File: src/rtl/uart_pkg.sv
// uart_pkg: shared types and constants for the UART fetch client
package uart_pkg;
  localparam int BYTE_W = 8;
  localparam logic [23:0] DEFAULT_TIMEOUT = 24'd1_000_000;
  typedef enum logic [2:0] {
    FC_IDLE,
    FC_TX_LOAD,
    FC_TX_WAIT,
    FC_RX_WAIT,
    FC_DONE
  } fc_state_t;
endpackage

File: src/rtl/uart_watchdog.sv
// uart_watchdog: clearable enabled counter flagging a terminal count
module uart_watchdog
  import uart_pkg::*;
#(
  parameter int TIMEOUT_W = 24,
  parameter logic [TIMEOUT_W-1:0] TIMEOUT = TIMEOUT_W'(DEFAULT_TIMEOUT)
) (
  input  logic clk,
  input  logic rst,
  input  logic clr,
  input  logic en,
  output logic tc
);
  logic [TIMEOUT_W-1:0] cnt;
  assign tc = en && cnt == TIMEOUT - TIMEOUT_W'(1);
  // count idle cycles while enabled, parking at the terminal value
  always_ff @(posedge clk) begin
    if (rst || clr) cnt <= '0;
    else if (en && !tc) cnt <= cnt + 1'b1;
  end
endmodule

File: src/rtl/uart_fetch_client.sv
// uart_fetch_client: byte-serial instruction fetch over a UART request/response exchange
module uart_fetch_client
  import uart_pkg::*;
#(
  parameter int ADDR_W = 8,
  parameter int DATA_W = 16,
  parameter int TIMEOUT_W = 24,
  parameter logic [TIMEOUT_W-1:0] TIMEOUT = TIMEOUT_W'(DEFAULT_TIMEOUT)
) (
  input  logic              clk,
  input  logic              rst,
  input  logic              fetch_req,
  input  logic [ADDR_W-1:0] fetch_addr,
  output logic              fetch_busy,
  output logic [DATA_W-1:0] fetch_data,
  output logic              fetch_valid,
  output logic              fetch_err,
  output logic [7:0]        data_tx,
  output logic              tx_en,
  input  logic              tx_done,
  input  logic              rx_done,
  input  logic [7:0]        rx_byte
);
  localparam int A_BYTES = ADDR_W / BYTE_W;
  localparam int D_BYTES = DATA_W / BYTE_W;
  localparam int CNT_W = $clog2((A_BYTES > D_BYTES ? A_BYTES : D_BYTES) + 1);
  fc_state_t state;
  logic [CNT_W-1:0] cnt;
  logic [ADDR_W-1:0] addr;
  logic [DATA_W-1:0] asm_word, next_word;
  logic in_wait, wd_clr, wd_tc;
  assign next_word = (asm_word << BYTE_W) | DATA_W'(rx_byte);
  assign in_wait = state == FC_TX_WAIT || state == FC_RX_WAIT;
  assign wd_clr = !in_wait || (state == FC_TX_WAIT && tx_done) || (state == FC_RX_WAIT && rx_done);
  uart_watchdog #(.TIMEOUT_W(TIMEOUT_W), .TIMEOUT(TIMEOUT)) u_wd (
    .clk(clk),
    .rst(rst),
    .clr(wd_clr),
    .en(in_wait),
    .tc(wd_tc)
  );
  // fetch sequencer: address bytes out MSB first, response bytes assembled MSB first
  always_ff @(posedge clk) begin
    if (rst) begin
      state <= FC_IDLE;
      cnt <= '0;
      addr <= '0;
      asm_word <= '0;
      fetch_busy <= 1'b0;
      fetch_data <= '0;
      fetch_valid <= 1'b0;
      fetch_err <= 1'b0;
      data_tx <= '0;
      tx_en <= 1'b1;
    end else begin
      fetch_valid <= 1'b0;
      fetch_err <= 1'b0;
      tx_en <= 1'b1;
      case (state)
        FC_IDLE: if (fetch_req) begin
          addr <= fetch_addr << BYTE_W;
          data_tx <= fetch_addr[ADDR_W-1 -: BYTE_W];
          tx_en <= 1'b0;
          cnt <= '0;
          asm_word <= '0;
          fetch_busy <= 1'b1;
          state <= FC_TX_LOAD;
        end
        FC_TX_LOAD: state <= FC_TX_WAIT;
        FC_TX_WAIT: if (tx_done) begin
          if (cnt == CNT_W'(A_BYTES - 1)) begin
            cnt <= '0;
            state <= FC_RX_WAIT;
          end else begin
            cnt <= cnt + 1'b1;
            data_tx <= addr[ADDR_W-1 -: BYTE_W];
            addr <= addr << BYTE_W;
            tx_en <= 1'b0;
            state <= FC_TX_LOAD;
          end
        end else if (wd_tc) begin
          fetch_err <= 1'b1;
          fetch_busy <= 1'b0;
          state <= FC_IDLE;
        end
        FC_RX_WAIT: if (rx_done) begin
          asm_word <= next_word;
          cnt <= cnt + 1'b1;
          if (cnt == CNT_W'(D_BYTES - 1)) begin
            fetch_data <= next_word;
            fetch_valid <= 1'b1;
            state <= FC_DONE;
          end
        end else if (wd_tc) begin
          fetch_err <= 1'b1;
          fetch_busy <= 1'b0;
          state <= FC_IDLE;
        end
        FC_DONE: begin
          fetch_busy <= 1'b0;
          state <= FC_IDLE;
        end
        default: state <= FC_IDLE;
      endcase
    end
  end
endmodule

File: config.mk
export PLATFORM = sky130hd
export DESIGN_NAME = uart_fetch_client
export DESIGN_NICKNAME = d
export VERILOG_FILES = /design/src/rtl/uart_pkg.sv /design/src/rtl/uart_watchdog.sv /design/src/rtl/uart_fetch_client.sv
export SDC_FILE = /design/constraint.sdc
export NUM_CORES = 1
export LEC_CHECK = 0
export BUFFER_PORTS_ARGS = -buffer_cell sky130_fd_sc_hd__buf_2
export CORE_ASPECT_RATIO = 1.1
export CORE_UTILIZATION = 50
export DETAILED_ROUTE_END_ITERATION = 8
export MAX_ROUTING_LAYER = met4
export PLACE_DENSITY = 0.83
export REMOVE_ABC_BUFFERS = 1
export SLEW_MARGIN = 10
export SYNTH_ARGS = -nofsm -noshare
export SYNTH_HDL_FRONTEND = slang
export SYNTH_SLANG_ARGS = --single-unit
File: constraint.sdc
create_clock -name clk -period 2.2 [get_ports clk]
set_input_delay 0.44 -clock clk [delete_from_list [all_inputs] [get_ports clk]]
set_output_delay 0.44 -clock clk [all_outputs]
set_load 0.01 [all_outputs]
==> flow_metrics.py, run 1 <==
metrics = {
    "sta": {
        "worst_pin_slew_ps": 587,
        "fin_crit_ps": 1890,
        "max_freq_mhz": 528,
        "holdWs_ps": 333,
        "finalMaxSlewViolations": 0,
        "fin_crit_sh_pct": 86.1,
        "fin_skew_ps": 12.6,
        "rsz0062_at_grt": "no",
        "final_hold_viol_count": 0,
        "slew_headroom_pct": 60.9,
        "setup_ws_ps": 307,
        "setup_violations": 0,
    },
    "detailed_routing": {
        "drc_errors": 0,
        "wl_per_cell_um": 13.0,
        "ant_nets": 0,
        "via_count": 2630,
        "vias_per_cell": 5.49,
        "routed_wl_um": 6220,
        "drt_iter0_markers": 81,
        "first_pass_iters": 5,
    },
    "placement": {
        "place_inst": 463,
        "placed_cell_area_um2": 3390,
        "dp_hpwl_um": 4370,
        "gp_congestion": 0.807,
        "pre_cts_slack_ps": 323,
        "port_buffers": 48,
    },
    "logic_synthesis": {
        "synth_area_per_cell_um2": 8.83,
        "ys_ff_latch": 65,
        "syn_area_um2": 3070,
        "synthFlopType": "dfxtp_1",
        "yosys.area.top_type": "dfxtp_1",
        "synth_edf_count": 0,
        "synth_cell_types": 49,
        "yosysWarnings": 0,
        "async_flop_share_pct": 0,
        "synthCells": 348,
        "ys_seq_area_share_pct": 42.3,
        "synth_area_leaders": "dfxtp_1, mux2i_1, a21oi_1",
        "synth_top_area_share_pct": 42.3,
    },
    "finish": {
        "design_area_um2": 3590,
        "syn2layout_area_growth_pct": 16.8,
        "stdcell_count": 479,
        "antenna_cells": 0,
        "fillers": 487,
        "finalNetCount": 422,
        "drive_gt1_share_pct": 21.6,
    },
    "clock_tree": {
        "clock_path_buffers": 2,
        "hold_buffers": 0,
        "clk_pin_slew_worst_paths_ps": 80,
        "cts_tree": "built",
        "clkSinkCount": 65,
        "h-tree-depth": 3,
        "post-cts-setup-buffers": 0,
        "cts_resized": 0,
        "clk_latency_ps": 350,
        "cts_buffers": 9,
        "cts_root_buf": "clkbuf_8",
    },
    "worst_setup_path": {
        "crit_type": "reg -> reg",
        "cp.arrival_ps": 2170,
        "cp_max_fo": 12,
        "start_kind": "flip-flop",
        "worstSetupEndpointType": "flip-flop",
        "required_ps": 2480,
    },
    "worst_hold_path": {
        "hold_path_class": "in -> reg",
    },
    "power": {
        "comb_power_share_pct": 19.4,
        "fin_total_pwr_mw": 2.85,
        "power_frac_clock_pct": 35.8,
        "p_sw_uw": 851,
        "p_leak_nw": 1.48,
        "seq_power_share_pct": 44.7,
        "p_per_area_nw_per_um2": 795,
        "switching_share_pct": 29.8,
        "vdd_ir_drop_max_mv": 0.547,
        "intPower_mw": 2.00,
    },
    "floorplanning": {
        "io_pins": 49,
        "core_um2": 5840,
        "die_area_um2": 6460,
        "num_rows": 29,
        "die_h_um": 84.2,
        "start_util_pct": 52.6,
        "fp.dieW_um": 76.7,
    },
    "global_routing": {
        "grt_max_degree": 19,
        "grt.overflow.total": 0,
        "grt_pass1_wl_um": 10800,
        "grt_antenna_before_repair": 0,
        "grt_use_total_pct": 21.1,
        "grt_pass1_vias": 2485,
    },
    "run_status": {
        "status": "completed",
    },
    "flow_run": {
        "maxCapViolations": 0,
    },
}
==> Yosys cell counts (2+ instances only) <==
master	n
nor3_1	4
a21oi_1	34
o31ai_1	3
nand2_1	15
xor2_1	2
nor2b_1	10
buf_6	2
and4_1	6
inv_1	9
o21ai_0	12
buf_2	12
dfxtp_1	65
or4_1	2
ha_1	4
nand4_1	9
clkbuf_1	7
or3_1	11
buf_4	3
mux2i_1	33
and3_1	2
a211oi_1	2
nor2_1	34
nor4b_1	2
nand2b_1	18
nand3_1	19
a211o_1	2
a21o_1	3
and3b_1	2
==> metal layers <==
layer	vias up	part of all wire, %	global-route usage [%]
li1	1329	-	-
met1	1249	45	24.2
met2	44	51	35.0
met3	8	2.9	4.35
met4	0	1.5	9.79
met5	-	0	-
==> power by group through the flow <==
stage                     Combinational, mW  Sequential, mW  Clock (mW)
after detailed placement              0.556            1.30           0
after global placement                0.537            1.30           0
after global routing                  0.604            1.29        1.09
after CTS                             0.558            1.28        1.04
after floorplan                       0.324            1.33           0
final                                 0.555            1.28        1.02
==> worst paths after layout <==
kind / to / cells past startpoint / startpoint / slack, ps
setup / recovery: u_wd.cnt[20]$_SDFFE_PP0P_ / 5 / u_wd.cnt[0]$_SDFFE_PP0P_ / 310
hold / removal: fetch_data[5]$_SDFFE_PP0P_ / 3 / rx_byte[5] / 330
setup reg to reg: u_wd.cnt[20]$_SDFFE_PP0P_ / 5 / u_wd.cnt[0]$_SDFFE_PP0P_ / 310
hold reg to reg: asm_word[1]$_SDFFE_PP0P_ / 2 / asm_word[1]$_SDFFE_PP0P_ / 470
==> state kept, by name (all words and copies together), names as in the netlist <==
name         cells
state            3
fetch_data      16
tx_en            1
cnt              2
fetch_err        1
fetch_busy       1
u_wd.cnt        24
asm_word         8
fetch_valid      1
data_tx          8
==> stage by stage <==
step | setup TNS, ps | util [%]
global placement | 0 | 58.0
finish | 0 | 61.4
global route | 0 | 61.4
detailed placement | 0 | 58.0
CTS | 0 | 61.4
floorplan | -293 | -
==> cells by family after synthesis <==
kind of cell	share of synthesized area, %
simple gates	26.5
flops	42.3
compound gates	12.1
mux	11.1
buf+inv	5.37
fa+ha+maj	1.63
xor+xnor	0.855
==> layout by cell type (no fill, tap or decap), drive strengths merged, types with 3 or more instances in the layout <==
master and count:
or3 11, nor2b 10, and4 6, nor3 4, nor2 34, clkbuf 9, a21oi 35, nand2b 18
nand3 20, o31ai 3, nor4b 3, a21o 3, clkinvlp 4, dfxtp 65, mux2i 33, nand2 16
inv 11, buf 62, ha 4, nand4 9, o21ai 13
==> worst max-delay path, cell delays in order (launching register included) <==
cell	delay, ps
dfxtp_1	380
ha_1	210
and3_1	280
nand4_1	360
or3_1	460
a21oi_1	140
==> layout make-up <==
class / instances / area [µm²] / area share, %
sequential: 65 / 1300 / 36.2
inverter: 9 / 33.8 / 0.941
tap: 77 / 96.3 / 2.68
multi-input combinational: 250 / 1610 / 44.9
clock inverter: 7 / 77.6 / 2.16
clock buffer: 9 / 124 / 3.45
timing repair buffer: 62 / 345 / 9.62
Note: power is estimated with default switching activity, not from simulation.
==> inputs of run 2 (changes only) <==
Settings changed: ABC_AREA set to 1.
==> flow_metrics.py, run 2 <==
metrics = {
    "sta": {
        "final_hold_viol_count": 0,
        "fin_crit_ps": 1980,
        "finalMaxSlewViolations": 0,
        "tns_ps": 0,
        "rsz0062_at_grt": "no",
        "worst_pin_slew_ps": 356,
        "fin_skew_ps": 9.67,
        "slew_headroom_pct": 76.2,
        "max_freq_mhz": 506,
        "fin_crit_sh_pct": 89.8,
        "setup_violations": 0,
    },
    "power": {
        "p_per_area_nw_per_um2": 787,
        "vdd_ir_drop_max_mv": 0.540,
        "p_leak_nw": 1.49,
    },
    "detailed_routing": {
        "wl_per_cell_um": 12.1,
        "ant_nets": 0,
        "drc_errors": 0,
        "vias_per_cell": 5.21,
        "via_count": 3137,
        "drt_iter0_markers": 157,
        "routed_wl_um": 7280,
        "first_pass_iters": 5,
    },
    "finish": {
        "largest_register_ffs": 24,
        "antenna_cells": 0,
        "top_regs": "u_wd.cnt: 24 flops, fetch_data: 16 flops",
        "fin_util_pct": 60.3,
        "top_register": "u_wd.cnt",
        "syn2layout_area_growth_pct": 16.2,
        "drive_gt1_share_pct": 19.0,
        "finalNetCount": 542,
        "most-common-layout-cells": "nand2_1, nor2_1, dfxtp_1",
        "layout_commonest_cell": "nand2_1",
        "fillers": 561,
    },
    "logic_synthesis": {
        "synth_edf_count": 0,
        "synth_cell_types": 31,
        "synth_top_area_share_pct": 40.8,
        "yosysWarnings": 0,
        "synthFlopType": "dfxtp_1",
        "yosys.area.top_type": "dfxtp_1",
        "netlist_top_cells_count": "nand2_1, nor2_1, dfxtp_1",
        "syn_area_um2": 3190,
        "synth_area_leaders": "dfxtp_1, nand2_1, nor2_1",
        "synth_most_common_cell": "nand2_1",
        "synthCells": 465,
        "async_flop_share_pct": 0,
        "synth_area_per_cell_um2": 6.87,
        "ys_seq_area_share_pct": 40.8,
        "ys_ff_latch": 65,
    },
    "worst_setup_path": {
        "cp.arrival_ps": 2260,
        "required_ps": 2480,
        "crit_type": "reg -> reg",
        "start_kind": "flip-flop",
        "path_cells": "ha_1, nand3_2, nor2_1, nand3_2, nand2_2, buf_4, nor2_2, nand3_1, nand2_1, a21oi_1",
        "critPathMaxStageDelay_ps": 420,
        "startpoint": "u_wd.cnt[0]$_SDFFE_PP0P_",
        "cp_slowest_cell": "dfxtp_1",
        "cp_max_fo": 13,
        "r2r_start": "u_wd.cnt[0]$_SDFFE_PP0P_",
        "crit_top_cell": "nand3_2",
        "worstSetupEndpointType": "flip-flop",
    },
    "floorplanning": {
        "start_util_pct": 51.9,
        "core_um2": 6160,
        "io_pins": 49,
        "die_area_um2": 6710,
        "die_h_um": 85.8,
        "fp.dieW_um": 78.2,
        "num_rows": 30,
    },
    "global_routing": {
        "grt_max_degree": 22,
        "grt_pass1_wl_um": 12400,
        "grt.overflow.total": 0,
        "grt_pass1_vias": 2911,
        "grt_antenna_before_repair": 0,
        "grt_use_total_pct": 24.0,
    },
    "clock_tree": {
        "post-cts-setup-buffers": 0,
        "cts_root_buf": "clkbuf_8",
        "hold_buffers": 0,
        "cts_resized": 0,
        "cts_tree": "built",
        "clk_latency_ps": 360,
        "clock_path_buffers": 2,
        "cts_buffers": 9,
        "clkSinkCount": 65,
        "h-tree-depth": 3,
        "clk_pin_slew_worst_paths_ps": 80,
    },
    "worst_hold_path": {
        "holdCritStartpoint": "rx_byte[2]",
        "hold_path_class": "in -> reg",
    },
    "placement": {
        "dp_hpwl_um": 5220,
        "port_buffers": 48,
        "gp_congestion": 0.956,
    },
    "run_status": {
        "status": "completed",
    },
    "flow_run": {
        "maxCapViolations": 0,
    },
}
==> run 2: metal layers <==
metal | track usage [%] | up-vias | wire, µm
met2 | 39.8 | 113 | 3580
met5 | - | - | 0
met3 | 3.62 | 18 | 352
li1 | - | 1588 | -
met4 | 12.8 | 0 | 172
met1 | 28.1 | 1418 | 3180
==> run 2: power by group <==
group,switching (mW),total [mW],internal [mW]
registers,0.0339,1.26,1.22
logic,0.339,0.491,0.152
clock network,0.524,1.17,0.647
==> run 2: area by class of cell <==
cell class,count,area [µm²],share of cell area (%)
clock buffers,9,124,3.34
clock inverters,7,103,2.77
inverters,44,168,4.52
multi-input cells,344,1640,44.1
flip-flops and latches,65,1300,35.1
well taps,80,100,2.70
repair buffers,53,278,7.49
==> run 2: path summary, 6_finish.rpt <==
path	end	slack, ps	cells after the start
worst min-delay path	fetch_data[2]$_SDFFE_PP0P_	350	3
worst min register to register	asm_word[3]$_SDFFE_PP0P_	460	2
worst max register to register	u_wd.cnt[11]$_SDFFE_PP0P_	220	10
worst max-delay path	u_wd.cnt[11]$_SDFFE_PP0P_	220	10
==> run 2: logic make-up after synthesis <==
group                    count (synthesis)  synth area share, %
AND/OR/NAND/NOR                        264                 36.2
flip-flops                              65                 40.8
AO/OA/AOI/OAI                           67                 11.0
XOR/XNOR                                 9                 2.47
buffers and inverters                   56                 7.99
adder cells (fa/ha/maj)                  4                 1.57
==> run 2: worst max-delay path, delay by kind of cell (launching register included) <==
| kind | cells | cell delay, ps |
|---|---|---|
| buf+inv | 1 | 230 |
| flops | 1 | 420 |
| simple gates | 7 | 870 |
| fa+ha+maj | 1 | 260 |
| compound gates | 1 | 120 |
==> run 2: through the flow <==
step                      area [µm²]  total power, mW  worst slack (ps)  hold WS [ps]  cells
after floorplan                 3110             1.61               407           436    453
after global placement          3480             1.76               406           448    586
after detailed placement        3480             1.77               253           452    586
after CTS                       3710             2.93               232           342    602
final                           3710             2.92               224           347    602
after global routing            3710             3.05              78.6           354    602
